--- src/rtl/mem_bus_arbiter.sv ---
// Round-robin arbiter between the instruction and data ports. Grants one
// requester, decodes it onto BRAM/UART/CLINT/PLIC and returns the response.
module mem_bus_arbiter #(
  parameter logic [31:0] bram_base_addr  = 32'h0000_0000,
  parameter logic [31:0] bram_top_addr   = 32'h0000_2000,
  parameter logic [31:0] uart_base_addr  = 32'h0100_0000,
  parameter logic [31:0] uart_top_addr   = 32'h0100_0004,
  parameter logic [31:0] clint_base_addr = 32'h0200_0000,
  parameter logic [31:0] clint_top_addr  = 32'h0200_C000,
  parameter logic [31:0] plic_base_addr  = 32'h0C00_0000,
  parameter logic [31:0] plic_top_addr   = 32'h1000_0000,
  parameter int unsigned timeout_cycles  = 255
) (
  input  logic         clock,
  input  logic         reset,

  input  logic         imem_valid,
  input  logic [31:0]  imem_addr,
  output logic [31:0]  imem_rdata,
  output logic         imem_ready,
  output logic         imem_error,

  input  logic         dmem_valid,
  input  logic [31:0]  dmem_addr,
  input  logic [31:0]  dmem_wdata,
  input  logic [3:0]   dmem_wstrb,
  output logic [31:0]  dmem_rdata,
  output logic         dmem_ready,
  output logic         dmem_error,

  output logic [31:0]  slv_addr,
  output logic [31:0]  slv_wdata,
  output logic [3:0]   slv_wstrb,
  output logic [3:0]   slv_valid,
  input  logic [127:0] slv_rdata,
  input  logic [3:0]   slv_ready
);

  typedef enum logic [1:0] {
    IDLE,
    ACCESS,
    RESP
  } state_t;

  localparam logic [15:0] timeout_last = 16'(timeout_cycles - 1);

  state_t      state;
  logic        grant_data;
  logic        rr_last_data;
  logic [15:0] count;

  logic        both_valid;
  logic        pick_data;
  logic [31:0] req_addr;
  logic [3:0]  req_hit;
  logic [31:0] sel_rdata;
  logic        sel_ready;

  // Offset compare is equivalent to base <= a < top for base <= top and
  // avoids a constant-true compare when a window starts at address 0.
  function automatic logic in_window(input logic [31:0] a,
                                     input logic [31:0] base,
                                     input logic [31:0] top);
    return (a - base) < (top - base);
  endfunction

  function automatic logic [3:0] decode(input logic [31:0] a);
    logic [3:0] hit;
    hit[0] = in_window(a, bram_base_addr,  bram_top_addr);
    hit[1] = in_window(a, uart_base_addr,  uart_top_addr);
    hit[2] = in_window(a, clint_base_addr, clint_top_addr);
    hit[3] = in_window(a, plic_base_addr,  plic_top_addr);
    return hit;
  endfunction

  // Round-robin only applies to contended cycles: a lone requester is
  // granted without disturbing the tie-break history.
  always_comb begin
    both_valid = imem_valid && dmem_valid;
    pick_data  = dmem_valid && (!imem_valid || !rr_last_data);
    req_addr   = pick_data ? dmem_addr : imem_addr;
    req_hit    = decode(req_addr);
  end

  always_comb begin
    sel_rdata = '0;
    for (int i = 0; i < 4; i++) begin
      if (slv_valid[i]) sel_rdata = sel_rdata | slv_rdata[32*i +: 32];
    end
    sel_ready = |(slv_valid & slv_ready);
  end

  // NOTE: sequential state uses non-blocking assignments only, so every
  // register samples pre-edge values regardless of statement order.
  always_ff @(posedge clock or negedge reset) begin
    if (!reset) begin
      state        <= IDLE;
      grant_data   <= 1'b0;
      rr_last_data <= 1'b1;
      count        <= '0;
      slv_addr     <= '0;
      slv_wdata    <= '0;
      slv_wstrb    <= '0;
      slv_valid    <= '0;
      imem_rdata   <= '0;
      imem_ready   <= 1'b0;
      imem_error   <= 1'b0;
      dmem_rdata   <= '0;
      dmem_ready   <= 1'b0;
      dmem_error   <= 1'b0;
    end else begin
      case (state)
        IDLE: begin
          if (imem_valid || dmem_valid) begin
            grant_data <= pick_data;
            if (both_valid) rr_last_data <= pick_data;
            slv_addr  <= req_addr;
            slv_wdata <= pick_data ? dmem_wdata : '0;
            slv_wstrb <= pick_data ? dmem_wstrb : '0;
            count     <= '0;
            if (|req_hit) begin
              slv_valid <= req_hit;
              state     <= ACCESS;
            end else begin
              if (pick_data) begin
                dmem_ready <= 1'b1;
                dmem_error <= 1'b1;
                dmem_rdata <= '0;
              end else begin
                imem_ready <= 1'b1;
                imem_error <= 1'b1;
                imem_rdata <= '0;
              end
              state <= RESP;
            end
          end
        end

        ACCESS: begin
          // A ready on the final allowed cycle takes priority over timeout.
          if (sel_ready || count == timeout_last) begin
            slv_valid <= '0;
            if (grant_data) begin
              dmem_ready <= 1'b1;
              dmem_error <= !sel_ready;
              dmem_rdata <= sel_ready ? sel_rdata : '0;
            end else begin
              imem_ready <= 1'b1;
              imem_error <= !sel_ready;
              imem_rdata <= sel_ready ? sel_rdata : '0;
            end
            state <= RESP;
          end else begin
            count <= count + 16'd1;
          end
        end

        RESP: begin
          imem_ready <= 1'b0;
          imem_error <= 1'b0;
          imem_rdata <= '0;
          dmem_ready <= 1'b0;
          dmem_error <= 1'b0;
          dmem_rdata <= '0;
          count      <= '0;
          state      <= IDLE;
        end

        default: state <= IDLE;
      endcase
    end
  end

endmodule

--- config.mk ---
export PLATFORM = sky130hd
export DESIGN_NAME = mem_bus_arbiter
export DESIGN_NICKNAME = d
export VERILOG_FILES = /design/src/rtl/mem_bus_arbiter.sv
export SDC_FILE = /design/constraint.sdc
export NUM_CORES = 1
export LEC_CHECK = 0
export CORE_AREA = 2 2 147 149
export DETAILED_ROUTE_END_ITERATION = 10
export DIE_AREA = 0 0 149 151
export PLACE_DENSITY = 0.76
export SLEW_MARGIN = 20
export SYNTH_ARGS = -nofsm -noshare
export SYNTH_HDL_FRONTEND = slang
export SYNTH_SLANG_ARGS = --single-unit
export TNS_END_PERCENT = 20
--- constraint.sdc ---
create_clock -name clock -period 4.1 [get_ports clock]
set_clock_uncertainty 0.1 [all_clocks]
set_input_delay 0.41 -clock clock [delete_from_list [all_inputs] [get_ports clock]]
set_output_delay 0.41 -clock clock [all_outputs]
set_load 0.02 [all_outputs]
## Word-level counts from Yosys, hierarchy flattened

Cells that the tools add are included.

| storage, ports and cells | value |
|---|---|
| register bits after elaboration | 160 |

| cells by class | value |
|---|---|
| magnitude comparators | 4 |
| reductions and logical operators | 20 |
| add/sub/neg operators | 4 |
| eq/ne operators | 12 |
| mux-type cells | 49 |
| bitwise operators | 4 |

Operators with widths:

| operator | number |
|---|---|
| $mux 32 | 17 |
| $pmux 32 s3 | 2 |
| $or 32x32->32 | 3 |
| $pmux 16 s3 | 1 |
| $lt 32x14->1 const B | 1 |
| $lt 32x16->1 const B | 1 |
| $lt 32x27->1 const B | 1 |
| $lt 32x3->1 const B | 1 |
| $mux 16 | 2 |
| $sub 32x25->32 const B | 1 |
| $sub 32x26->32 const B | 1 |
| $sub 32x28->32 const B | 1 |
| $ne 2x2->1 const B | 9 |
| $add 16x1->16 const B | 1 |
| $eq 16x8->1 const B | 1 |
| $mux 4 | 4 |
| $mux 1 | 14 |
| $pmux 1 s3 | 4 |
| $reduce_and 6->1 | 2 |
| $pmux 4 s2 | 1 |
| $reduce_or 4->1 | 2 |
| $mux 2 | 3 |
| $reduce_and 3->1 | 2 |
| $and 4x4->4 | 1 |
| 11 further kinds | 17 |

## Depth between registers and ports, before layout

| depth | value |
|---|---|
| depth in word-level cells | 11 |
| depth in mapped cells | 12 |
| mapped depth without buffers | 9 |

## Worst setup path before layout

Ideal clock, no wire load.

| path | value |
|---|---|
| kind | flip-flop to flip-flop |
| start | register rr_last_data |
| end | register imem_rdata[0] |
| clock period less this slack | 3.362 ns |
| data required time | 3.868 ns |
| slack | 0.738 ns |
| arrival time | 3.129 ns |
| cell stages (with the launch flop) | 13 |
| cells stage by stage | dfstp_2 a21bo_2 clkbuf_1 clkbuf_1 mux2i_1 ha_1 and3b_1 nand4_1 mux2i_1 a211oi_1 o2111a_1 clkbuf_1 o21ai_1 |

| between the ends | value |
|---|---|
| cells in the longest elaborated chain, start to end | 9 |

RTL lines:

| element | line | RTL |
|---|---|---|
| start: declaration | 49 | `logic rr_last_data;` |
| start signal: assignment | 116 | `if (both_valid) rr_last_data <= pick_data;` |
| $logic_not 1->1 * | 80 | `pick_data = dmem_valid && (!imem_valid \|\| !rr_last_data);` |
| $logic_or 1x1->1 * | 80 |  |
| $logic_and 1x1->1 * | 80 |  |
| $mux 32 | 81 | `req_addr = pick_data ? dmem_addr : imem_addr;` |
| $sub 32x25->32, or another cell as far along | 64 | `return (a - base) < (top - base);` |
| $lt 32x3->1, or another cell as far along | 64 |  |
| $reduce_or 4->1 | 121 | `if (\|req_hit) begin` |
| $ne 2x2->1 (no source line) | - |  |
| $reduce_and 6->1 (no source line) * | - |  |
| end signal: assignment | 150 | `imem_rdata <= sel_ready ? sel_rdata : '0;` |
| end: declaration | 19 | `output logic [31:0] imem_rdata,` |

Every way passes the cells marked *; elsewhere a longest branch is shown, timed or not.
A chain may end at the register's enable or synchronous reset.

## Worst setup path after layout

| path | value |
|---|---|
| start | register count[8] |
| end | register imem_rdata[21] |

| between the ends | value |
|---|---|
| cells in the longest elaborated chain, start to end | 4 |

RTL lines:

| element | line | RTL |
|---|---|---|
| start: declaration | 50 | `logic [15:0] count;` |
| start signal: assignment | 154 | `count <= count + 16'd1;` |
| $eq 16x8->1 | 141 | `if (sel_ready \|\| count == timeout_last) begin` |
| $logic_or 1x1->1 | 141 |  |
| $ne 2x2->1 (no source line) | - |  |
| $reduce_and 6->1 (no source line) | - |  |

Every way passes these cells.

==> impl_metrics.env <==
export IMPL_crit_type="reg2reg"
export IMPL_vdd_drop_max_mv=0.328
export IMPL_setup_tns_ns=0
export IMPL_synth_net_count=1143
export IMPL_routed_wl_um=31400
export IMPL_grt_ovfl_total=0
export IMPL_grt_max_degree=105
export IMPL_clock_latency_ns=0.42
export IMPL_first_global_vias=8233
export IMPL_gp_congestion=0.906
export IMPL_top_usage_layer="met2"
export IMPL_async_flop_share_pct=100
export IMPL_yosysWarnings=0
export IMPL_die_h_um=151
export IMPL_cts_buffers=17
export IMPL_leakage_uw=0.00516
export IMPL_first_pass_iters=5
export IMPL_met3_usage_pct=8.13
export IMPL_hold_path_class="in2async"
export IMPL_cp_end_kind="register"
export IMPL_drive_gt1_share_pct=5.26
export IMPL_ff2ff_path_depth=7
export IMPL_syn_instance_count=904
export IMPL_synth_cell_types=50
export IMPL_clock_sinks=160
export IMPL_crit_arrival_ns=3.41
export IMPL_worst_pin_slew_ns=0.965
export IMPL_dr_first_iter_drc_count=664
export IMPL_cts_setup_buffers=0
export IMPL_slew_headroom_pct=35.4
export IMPL_yosysTopAreaCell="dfrtp_1"
export IMPL_io_pins=376
export IMPL_diodes=0
export IMPL_rsz0062_at_grt="false"
export IMPL_syn2layout_area_growth_pct=56.0
export IMPL_r2r_start="count[8]$_DFFE_PN0P_"
export IMPL_synth_area_leaders="dfrtp_1 49%, nand2_1 6.7%, a22oi_1 5.9%"
export IMPL_cts_clk_slew_worst_paths_ns=0.07
export IMPL_drv_cap=0
export IMPL_synth_top_area_share_pct=48.9
export IMPL_vias=8648
export IMPL_ys_seq_area_share_pct=49.2
export IMPL_cellPowerDensity_nw_per_um2=308
export IMPL_use_met1_pct=36.3
export IMPL_viasPerCell=5.65
export IMPL_status="finished, final reports clean"
export IMPL_critPathLaunchType="register"
export IMPL_drtAntennaViolNets=0
export IMPL_period_share_pct=78.0
export IMPL_hpwl_um=23000
export IMPL_num_rows=53
export IMPL_finalCriticalPeriod_ns=3.20
export IMPL_crit_required_ns=4.31
export IMPL_htreeDepth=4
export IMPL_setup_slack_ns=0.900
export IMPL_synth_ff_type="dfrtp_1"
export IMPL_synth_ff_latch_count=160
export IMPL_slew_viol_final=0
export IMPL_cts_path_max_buffers=2
export IMPL_critical_path_max_fanout=36
export IMPL_root_buffer="clkbuf_16"
export IMPL_layout_common_cells="374 x clkdlybuf4s50_1, 159 x dfrtp_1, 146 x nand2_1"
export IMPL_timing_final_hold_violations=0
export IMPL_grtUsageTotal_pct=27.0
export IMPL_grt_pass1_wl_um=46800
export IMPL_io_buffers=375
export IMPL_synth_edff_count=0
export IMPL_ctsHoldBuffers=0
export IMPL_wire_per_inst_um=20.5
export IMPL_finalNetCount=1481
export IMPL_r2r_end="imem_rdata[21]$_DFFE_PN0P_"
export IMPL_synth_area_sq_um=8130
export IMPL_whs_ns=0.0193
export IMPL_antenna_found_initial=0
export IMPL_core_area_sq_um=20800
export IMPL_setup_viol=0
export IMPL_die_w_um=149
export IMPL_start_util_pct=39.1
export IMPL_post_place_ws_ns=0.767
export IMPL_drc=0
export IMPL_fin_util_pct=60.9
export IMPL_die_area_sq_um=22500
export IMPL_avgSynthCellArea_sq_um=9.00
export IMPL_reg2reg_slack_ns=0.90
export IMPL_grtUsageMet2_pct=42.4
export IMPL_max_freq_ghz=0.313
export IMPL_post_cts_resized=0
export IMPL_final_common_cell="clkdlybuf4s50_1"
export IMPL_cts_tree="built"
==> critical path, cell delays in order, from the launching register on <==
cell and delay (ns):
dfrtp_1 0.41, or4_4 0.56, nor4_4 0.41, nor2_1 0.18, or3_2 0.81, buf_4 0.32, a31oi_1 0.19, o21ai_1 0.09
==> registers in the layout, summed over array words and instances (netlist names) <==
name,count
imem_error,1
count,16
dmem_ready,1
imem_rdata,32
dmem_rdata,32
grant_data,1
slv_wstrb,4
state,2
slv_wdata,32
rr_last_data,1
slv_addr,32
slv_valid,4
dmem_error,1
imem_ready,1
==> routing by layer <==
layer / part of all wire [%] / routed length, um
met5: 0 / 0
met4: 2.3 / 712
met3: 9.7 / 3050
met2: 47 / 14700
met1: 41 / 12900
==> stage by stage <==
step                std cells  total power [uW]  instance area, sq um
floorplan                 904              1910                  8130
global placement         1498              2330                 12100
detailed placement       1498              2340                 12100
CTS                      1530              3930                 12700
global route             1530              4060                 12700
finish                   1530              3910                 12700
==> kinds of logic after synthesis <==
group	share of synthesized area, %
xor gates and xnor gates	1.51
DFF	49.2
and+or+nand+nor	19.3
muxes	1.26
adders and majority gates	0.462
buffers and inverters	4.11
AOI/OAI and AO/OA	24.2
==> synthesized netlist by cell type, types with 2 or more instances <==
cell type and count:
a211oi_1 4, a21o_1 2, a21oi_1 41, a22o_1 40, a22oi_1 64, a31oi_1 62, and2_1 2, and3_1 3
and3b_1 2, buf_6 5, clkbuf_1 69, dfrtp_1 159, ha_1 3, inv_1 3, mux2_2 2, mux2i_1 8
nand2_1 146, nand2b_1 6, nand3_1 73, nand4_1 13, nor2_1 52, nor3_1 10, nor4_1 11, nor4b_1 6
o2111a_1 2, o211ai_1 3, o21ai_0 40, o21ai_1 32, or3_1 4, or4_1 5, xnor2_1 7, xor2_1 7
==> cell type report <==
type / count / area, sq um
Fill cell: 1773 / 8130
Sequential cell: 160 / 4010
Timing Repair Buffer: 394 / 3920
Multi-Input combinational cell: 665 / 3810
Clock buffer: 20 / 457
Tap cell: 275 / 344
Clock inverter: 12 / 134
Inverter: 4 / 15.0
==> power by group <==
| part | total [uW] | internal, uW | switching (uW) | leakage (uW) |
|---|---|---|---|---|
| clock | 1600 | 932 | 667 | 0.000275 |
| sequential | 1700 | 1650 | 53.3 | 0.00211 |
| combinational | 612 | 353 | 259 | 0.00278 |
| total | 3910 | 2930 | 979 | 0.00516 |
==> worst max-delay path by stage <==
stage | slack, ns | cells after the start | start | end
CTS | 0.93 | 7 | count[8]$_DFFE_PN0P_ | imem_rdata[16]$_DFFE_PN0P_
global route | 0.78 | 7 | count[8]$_DFFE_PN0P_ | imem_rdata[21]$_DFFE_PN0P_
global placement | 0.87 | 11 | dmem_valid | imem_error$_DFFE_PN0P_
floorplan | 0.74 | 12 | rr_last_data$_DFFE_PN1P_ | imem_rdata[0]$_DFFE_PN0P_
detailed placement | 0.77 | 11 | dmem_valid | dmem_rdata[29]$_DFFE_PN0P_
finish | 0.90 | 7 | count[8]$_DFFE_PN0P_ | imem_rdata[21]$_DFFE_PN0P_
Note: power is estimated with default switching activity, not from simulation.
